--- src/rtl/ls_sequencer.sv ---
`default_nettype none
// ============================================================================
//  Module   : ls_sequencer
//  Purpose  : Multicycle sequencer for load/store memory accesses. Accepts
//             one request at a time, drives the memory read/write strobes,
//             the MDR capture enable and the size code of the registered
//             store-merge unit. Sub-word stores run read-modify-write; word
//             stores skip the read; loads read and capture into MDR.
//  Params   : MEM_LAT - memory read latency in cycles (1..7)
//             ADDR_W  - address width (>= 2)
//  Ports    : clock, reset_n (async, active-low)
//             req_valid/req_ready handshake, req_store, req_size, req_addr
//             mem_addr, mem_rd, mem_wr, mdr_wr, ls_ctrl, busy, done, err
//  Config   : ALIGN_CHECK_EN - when defined, misaligned half/word requests
//             are rejected with an error pulse instead of being executed.
//  Revision : 1.0 - initial release
// ============================================================================
module ls_sequencer #(
  parameter int MEM_LAT = 2,
  parameter int ADDR_W  = 32
) (
  input  logic              clock,
  input  logic              reset_n,
  input  logic              req_valid,
  output logic              req_ready,
  input  logic              req_store,
  input  logic [1:0]        req_size,
  input  logic [ADDR_W-1:0] req_addr,
  output logic [ADDR_W-1:0] mem_addr,
  output logic              mem_rd,
  output logic              mem_wr,
  output logic              mdr_wr,
  output logic [1:0]        ls_ctrl,
  output logic              busy,
  output logic              done,
  output logic              err
);

  localparam logic [2:0] C_RD_LAST = 3'(MEM_LAT - 1);
  localparam logic [1:0] C_SZ_WORD = 2'b11;
  localparam logic [1:0] C_SZ_HALF = 2'b10;
  localparam logic [1:0] C_SZ_BAD  = 2'b00;

  typedef enum logic [2:0] {
    S_IDLE  = 3'd0,
    S_RD    = 3'd1,
    S_CAP   = 3'd2,
    S_MERGE = 3'd3,
    S_WRITE = 3'd4,
    S_DONE  = 3'd5,
    S_ERR   = 3'd6
  } state_t;

  state_t     r_state;
  state_t     w_state_next;
  logic [2:0] r_cnt;
  logic       r_store;
  logic [1:0] r_size;
  logic       w_accept;
  logic       w_bad;
  logic       w_rd_last;

  assign w_accept  = req_valid && (r_state == S_IDLE);
  assign w_rd_last = (r_cnt == C_RD_LAST);

`ifdef ALIGN_CHECK_EN
  // Bytes can never be misaligned; halves need bit 0 clear, words bits 1:0.
  assign w_bad = (req_size == C_SZ_BAD)
              || ((req_size == C_SZ_HALF) && req_addr[0])
              || ((req_size == C_SZ_WORD) && (req_addr[1:0] != 2'b00));
`else
  assign w_bad = (req_size == C_SZ_BAD);
`endif

  // State register
  always_ff @(posedge clock or negedge reset_n) begin
    if (!reset_n) begin
      r_state <= S_IDLE;
    end else begin
      r_state <= w_state_next;
    end
  end

  // Request capture: inputs are only looked at on the accept edge.
  always_ff @(posedge clock or negedge reset_n) begin
    if (!reset_n) begin
      mem_addr <= '0;
      r_store  <= 1'b0;
      r_size   <= 2'b00;
    end else if (w_accept) begin
      mem_addr <= req_addr;
      r_store  <= req_store;
      r_size   <= req_size;
    end
  end

  // Read wait counter; clears on the RD exit so every access starts at 0.
  always_ff @(posedge clock or negedge reset_n) begin
    if (!reset_n) begin
      r_cnt <= 3'd0;
    end else if (r_state == S_RD) begin
      r_cnt <= w_rd_last ? 3'd0 : (r_cnt + 3'd1);
    end
  end

  // Next state and state-decoded outputs
  always_comb begin
    w_state_next = r_state;
    req_ready    = 1'b0;
    mem_rd       = 1'b0;
    mem_wr       = 1'b0;
    mdr_wr       = 1'b0;
    ls_ctrl      = 2'b00;
    busy         = 1'b1;
    done         = 1'b0;
    err          = 1'b0;

    unique case (r_state)
      S_IDLE: begin
        req_ready = 1'b1;
        busy      = 1'b0;
        if (w_accept) begin
          if (w_bad) begin
            w_state_next = S_ERR;
          end else if (req_store && (req_size == C_SZ_WORD)) begin
            w_state_next = S_MERGE;
          end else begin
            w_state_next = S_RD;
          end
        end
      end
      S_RD: begin
        mem_rd = 1'b1;
        if (w_rd_last) begin
          w_state_next = r_store ? S_MERGE : S_CAP;
        end
      end
      S_CAP: begin
        mdr_wr       = 1'b1;
        w_state_next = S_DONE;
      end
      S_MERGE: begin
        // The merge unit registers the merged word on the edge ending this cycle.
        ls_ctrl      = r_size;
        w_state_next = S_WRITE;
      end
      S_WRITE: begin
        mem_wr       = 1'b1;
        w_state_next = S_DONE;
      end
      S_DONE: begin
        done         = 1'b1;
        w_state_next = S_IDLE;
      end
      S_ERR: begin
        done         = 1'b1;
        err          = 1'b1;
        w_state_next = S_IDLE;
      end
      default: begin
        w_state_next = S_IDLE;
      end
    endcase
  end

endmodule
`default_nettype wire

--- config.mk ---
export PLATFORM = sky130hd
export DESIGN_NAME = ls_sequencer
export DESIGN_NICKNAME = d
export VERILOG_FILES = /design/src/rtl/ls_sequencer.sv
export SDC_FILE = /design/constraint.sdc
export NUM_CORES = 1
export LEC_CHECK = 0
export CORE_AREA = 2 2 68 70
export DETAILED_ROUTE_END_ITERATION = 6
export DIE_AREA = 0 0 70 72
export GPL_TIMING_DRIVEN = 1
export PLACE_DENSITY = 0.81
export SLEW_MARGIN = 20
export SYNTH_ARGS = -nofsm -noshare
export SYNTH_HDL_FRONTEND = slang
export SYNTH_SLANG_ARGS = --single-unit
--- constraint.sdc ---
create_clock -name clock -period 2.35 [get_ports clock]
set_input_delay 0.235 -clock clock [delete_from_list [all_inputs] [get_ports clock]]
set_output_delay 0.235 -clock clock [all_outputs]
set_load 0.005 [all_outputs]
======== After elaboration in Yosys (flattened, before gate mapping) ========
Cells that the tools add are included.
cells by class
  $add $sub $neg .......................... 1
  equal/unequal tests ..................... 10
  mux-type cells .......................... 15
  reduce and logical (&&, ||, !) cells .... 7
operators by type and width
  kind                 number
  $mux 3               4
  $pmux 3 s4           1
  $eq 3x3->1 const B   3
  $mux 1               8
  $eq 3x1->1 const B   2
  $eq 3x2->1 const B   2
  $mux 2               2
  $ne 2x2->1 const B   2
  $reduce_or 2->1      2
  $add 3x1->3 const B  1
  $logic_not 3->1      1
  $eq 2x2->1 const B   1
  $logic_and 1x1->1    2
  $logic_not 2->1      1
  $reduce_and 2->1     1
word-level totals
  register bits after elaboration ......... 41
  logic and storage cells ................. 38

======== Logic depth before layout (Yosys ltp) ========
Gate-level depths: netlist of run 1.
  depth after elaboration ................. 6
  gate-level depth with buffers ........... 6

======== Worst setup path after synthesis of run 1 ========
Ideal clock, no wire load.
  kind .................................... reg2reg
  from .................................... register r_state[1]
  to ...................................... register mem_addr[10]
  setup time .............................. 0.125 ns
  arrival time ............................ 1.410 ns
  data required time ...................... 2.225 ns
  path slack .............................. 0.815 ns
  stages on the path, launching flop included .. 7
  path buffers ............................ 3
  period minus slack after synthesis ...... 1.535 ns
  cell sequence ........................... dfrtp_1 -> buf_6 -> nor3_4 -> and2_4 -> buf_12 -> buf_12 -> mux2_4
on the way
  longest elaborated chain between the ends .. 2
RTL lines
  what                    line  source
  start, declared         54    state_t r_state;
  start signal, assigned  80    r_state <= w_state_next;
  $logic_not 3->1         63    assign w_accept = req_valid && (r_state == S_IDLE);
  $logic_and 1x1->1       63
  end signal, assigned    91    mem_addr <= req_addr;
  end, declared           29    output logic [ADDR_W-1:0] mem_addr,
Every way passes these cells.
A chain may end at the register's enable or synchronous reset.

======== Final worst setup path of run 1 ========
  from .................................... register r_state[0]
  to ...................................... output mem_rd
on the way
  longest elaborated chain between the ends .. 2
RTL lines
  what           line  source
  $eq 3x1->1     118   unique case (r_state)
  $mux 1         118
  end, declared  30    output logic mem_rd,
Every way passes these cells.

==> results of run 1 <==
## cells by family after synthesis
logic type / Yosys count / share of synthesized area
AO/OA/AOI/OAI: 10 / 0.0353
XOR/XNOR: 2 / 0.00950
buffers and inverters: 10 / 0.0604
flip-flops: 41 / 0.556
multiplexers: 35 / 0.273
AND/OR/NAND/NOR: 18 / 0.0658
## sequential cells by signal (all words and copies together), names as in the netlist
signal    count
mem_addr     32
r_store       1
r_cnt         3
r_state       3
r_size        2
## worst register-to-register path, stage by stage, from the launching register on
cell and delay (ps):
dfrtp_1 480, nor3_4 260, and2_4 590, mux2_2 420
## synth_stat cells
cell,count
o21ai_0,5
nor2b_1,1
nand3b_1,1
dfrtp_1,41
buf_6,1
nor3_4,1
and2_4,1
nor3_1,2
nor2_1,3
mux2_2,6
and3_2,2
nand2_1,1
a21oi_1,1
nand3_1,3
buf_2,1
inv_1,4
o41ai_1,1
nor3b_2,1
a21bo_2,1
o21a_1,1
or2b_1,1
nor3b_1,1
a22o_1,1
mux2_4,29
xnor2_1,2
buf_12,4
## metrics by stage
step	hold WS (ps)	power (W)
after floorplan	-60.6	0.00226
after global placement	379	0.00297
after detailed placement	412	0.00303
after CTS	105	0.00346
after global routing	155	0.00363
final	73.3	0.00341
## power groups by stage
stage          registers (W)  logic [W]  clock network [W]
2_1_floorplan        0.00127   0.000989                  0
6_report             0.00131    0.00170           0.000406
3_5_place_dp         0.00132    0.00171                  0
3_3_place_gp         0.00129    0.00168                  0
4_1_cts              0.00131    0.00172           0.000429
5_1_grt              0.00136    0.00181           0.000460
## area by class of cell
class	instances	area share
sequential	41	0.385
clock inverter	1	0.00188
multi-input combinational	65	0.266
inverter	4	0.00564
timing repair buffer	78	0.291
clock buffer	5	0.0258
tap	52	0.0244
## worst max path at each step
stage | to | cells after the start
after floorplan | mem_addr[10] | 6
after global placement | mem_addr[4] | 3
after detailed placement | mem_addr[8] | 3
after CTS | mem_rd | 2
after global routing | mem_rd | 2
final | mem_rd | 2
## per-layer routing
layer,up-vias,track usage,wire length (um)
met5,-,0,0
met4,0,0.0385,36
met3,6,0.0556,310
met2,59,0.247,1690
met1,578,0.203,1690
li1,556,-,-
==> impl_metrics.json, run 1 <==
{
  "status": "finished, final reports clean",
  "endpoint_kind": "output port",
  "cap_violations": 0,
  "yosysTopAreaCell": "dfrtp_1",
  "worstSetupStartpointType": "register",
  "p_switching_w": 0.000955,
  "placed_area_sq_um": 2590,
  "worstSetupPathType": "reg2out",
  "cts_sinks": 41,
  "first_global_vias": 1212,
  "post_cts.repair.setup_buffers": 0,
  "fin_ws_ps": 300,
  "crit_buf_inv": 1,
  "irDropWorstVdd_v": 0.000796,
  "portBuffers": 78,
  "hpwl_mm": 2.69,
  "synthCells": 116,
  "syn-num-nets": 154,
  "routed_wl_mm": 3.73,
  "multi_input_area_sq_um": 707,
  "synth_warnings": 0,
  "die_area_sq_um": 5040,
  "area.sequential_sq_um": 1030,
  "maxSlewHeadroom": 0.399,
  "first_pass_iters": 4,
  "grt_pass1_wl_mm": 6.10,
  "cpPeakStageDelay_ps": 590,
  "die_w_um": 70,
  "r2r_slack_ps": 490,
  "final_core_util": 0.624,
  "synth-seq-cells": 41,
  "fill_cells": 320,
  "yosysSeqAreaShare": 0.556,
  "critPathArrivalTime_ps": 1810,
  "hp-class": "in2async",
  "finalHoldViolations": 0,
  "grt_overflow": 0,
  "fin_setup_tns_ps": 0,
  "comb_power_share": 0.498,
  "io_pins": 79,
  "min_period_ps": 2050,
  "syn_to_final_growth_pct": 44.4,
  "cts.clk_slew.worst_paths_ps": 70,
  "cts.repair.resized": 0,
  "track_usage": 0.154,
  "globalplace.congestion": 0.762,
  "vias": 1199,
  "swShare": 0.280,
  "layout.cells.non_filler": 246,
  "drcViolationCount": 0,
  "setup_viol": 0,
  "p_int_w": 0.00246,
  "htree_levels": 2,
  "cts_tree": "yes",
  "clock.fmax_mhz": 488,
  "r2r-end": "mem_addr[6]",
  "p_clk_frac": 0.119,
  "crit_required_ps": 2120,
  "reg2regPathDepth": 3,
  "pwr-share-seq": 0.383,
  "start_util": 0.433,
  "slew_viol_final": 0,
  "clock_latency_ps": 280,
  "syn_avg_cell_area_sq_um": 15.9,
  "crit_fanout": 7,
  "numCtsBuffers": 5,
  "wire_per_inst_um": 15.2,
  "clockBufferDepth": 2,
  "path_delay_family": "buffers and inverters",
  "dp_slack_ps": 493,
  "mostFrequentLayoutCell": "clkdlybuf4s50_1",
  "dp_cells": 240,
  "drtAntennaViolNets": 0,
  "leakagePower_nw": 1.15,
  "fin_crit_sh": 0.872,
  "critPathLaunch": "r_state[0]",
  "core_area_sq_um": 4260,
  "reg2reg_from": "r_state[1]",
  "final_cell_mix": "clkdlybuf4s50_1 (77), dfrtp_1 (41), mux2_4 (29)",
  "diodes": 0,
  "netlist_area_sq_um": 1840,
  "synth_top_area_share": 0.556,
  "rows": 24,
  "synth_area_leaders": "dfrtp_1 (56%), mux2_4 (24%), buf_12 (4.3%)",
  "rsz0062_at_grt": "false",
  "skew_ps": 2.70,
  "antenna_found_initial": 0,
  "drive_gt1_frac": 0.247,
  "via_per_inst": 4.87,
  "drt_iter0_markers": 33,
  "cpMaxStageDelayCell": "clkdlybuf4s50_1",
  "die_y_um": 72,
  "cellPowerDensity_nw_per_um2": 1280,
  "hold_buffers": 0,
  "worst_slew_pin_slew_ps": 901,
  "worstPathCellList": "nor3b_2 -> clkdlybuf4s50_1",
  "layout.nets": 233,
  "cts-root-buf": "clkbuf_8",
  "netlist-cell-type-count": 26,
  "grt_max_degree": 42,
  "design_area_sq_um": 2660
}
No activity file was read; power rests on OpenSTA's default activity.
==> run 2, diff against run 1 <==
--- a/config.mk
+++ b/config.mk
@@ -5,6 +5,7 @@
 export SDC_FILE = /design/constraint.sdc
 export NUM_CORES = 1
 export LEC_CHECK = 0
+export CAP_MARGIN = 15
 export CORE_AREA = 2 2 68 70
 export DETAILED_ROUTE_END_ITERATION = 6
 export DIE_AREA = 0 0 70 72
==> results of run 2 <==
Final layout, timing and power as in run 1 (identical DEF).
==> variant (config.mk and constraints of run 2) <==
Re-encode `state_t` (7 states) as one-hot, 7 bits wide.
--- a/src/rtl/ls_sequencer.sv
+++ b/src/rtl/ls_sequencer.sv
@@ -42,12 +42,12 @@
   localparam logic [1:0] C_SZ_BAD  = 2'b00;
 
-  typedef enum logic [2:0] {
-    S_IDLE  = 3'd0,
-    S_RD    = 3'd1,
-    S_CAP   = 3'd2,
-    S_MERGE = 3'd3,
-    S_WRITE = 3'd4,
-    S_DONE  = 3'd5,
-    S_ERR   = 3'd6
+  typedef enum logic [6:0] {
+    S_IDLE  = 7'b0000001,
+    S_RD    = 7'b0000010,
+    S_CAP   = 7'b0000100,
+    S_MERGE = 7'b0001000,
+    S_WRITE = 7'b0010000,
+    S_DONE  = 7'b0100000,
+    S_ERR   = 7'b1000000
   } state_t;
 
Check against the original RTL: no difference found for any inputs over 10 cycles, from zero or initial values and one cycle with reset_n low; not proved beyond that.
==> variant against run 2 <==
Critical path depth rose by 3; count of clock-buffer cells in the layout rose by 1; combinational power rose by 6%; first-iteration DRC count rose by 55%; total power rose by 6.1%; routed wire length rose by 15%; sequential share of layout area rose by 0.56 points; synthesized area rose by 6.7%; maximum frequency fell by 8.2%; non-clock buffer count rose by 4; design area rose by 8.3%; worst hold slack improved by 290 ps; worst setup slack got worse by 180 ps; sequential cell count rose by 4; critical path type unchanged; highest routed layer unchanged.
==> variant: results (changes against run 2) <==
multi-input logic portion of the cell area - 0.271 (+0.00521)
hold_ws - 364 ps (+291 ps)
final-layout clock-cell area share - 0.0286 (+0.000908)
GP Congestion - 0.792 (+3.9%)
Critical Path Max Stage Delay - 500 ps (-90 ps)
share of layout cells above drive strength 1 - 0.257 (+0.00972)
mux contribution to synthesized area - 0.259 (-0.0134)
all-layer global routing usage - 0.182 (+0.0280)
Area contributors post-synth - dfrtp_1, mux2_4, mux2_2
status - finished clean
share of the yosys chip area belonging to registers - 0.573 (+0.0165)
DR vias/cell - 4.98 (+2.3%)
CP delay by family, top - simple AND/OR/NAND/NOR gates
Worst Reg2Reg Path Length in Cells - 5 (+2)
met2 routed WL - 2230 um (+32%)
FF+latch count, synth - 45 (+9.8%)
Reg-to-Reg End - mem_addr[20]$_DFFE_PN0P_
sequential power - 1.35 mW (+3%)
CP Max Fanout - 4 (-3)
clk_buf instances - 6 (+1)
Switching Fraction - 0.292 (+0.0126)
clk_lat worst skew - 300 ps (+20 ps)
Reg2Reg Setup Slack - 370 ps (-120 ps)
clock power share - 0.126 (+0.007)
syn_nets - 162 (+5.2%)
Clock Skew - 8.36 ps (+5.66 ps)
invs w/o clock - 2 (-2)
met1 WL - 1640 um (-3.0%)
Critical Path Start - r_state[4]$_DFFE_PN0P_
reg2reg start - r_state[5]$_DFFE_PN0P_
DP HPWL - 3130 um (+16%)
non-clk buf share - 0.285 (-0.00676)
post-synth cell types - 30 (+15%)
Compound-Gate Fraction of Synth Area - 0.0248 (-0.0105)
sequential share of cell area - 0.391 (+0.00555)
Filler cells - 297 (-7.2%)
vias in the first global route - 1432 (+18%)
comb_multi_in - 73 (+12%)
drt wl/cell - 16.4 um (+8.4%)
[variant: cell count changes after synthesis, moves of 3 or more]
cell,before,now
o21ai_0,5,1
dfrtp_1,41,44
inv_1,4,1
nand2_1,1,4
nor2_1,3,6
[variant: what timing repair did]
action / in CTS / in global routing
gates cloned: 0 / 0
buffers inserted: 0 / 1
endpoints found under the setup margin: 2 / 3
hold buffers: 0 / 1
gates resized for setup: 3 / 1
pin swaps: 0 / 2
hold endpoints to repair: 0 / 11
[variant: per-stage QoR]
| step | std cells | util | power [mW] | setup slack, ps |
|---|---|---|---|---|
| final | 262 | 0.676 | 3.62 | 118 |
| after global routing | 262 | 0.676 | 3.86 | 33.7 |
| after CTS | 259 | 0.667 | 3.63 | 26.5 |
| after detailed placement | 251 | 0.644 | 3.14 | 140 |
| after global placement | 251 | 0.644 | 3.05 | 245 |
| after floorplan | 124 | - | 2.36 | 739 |
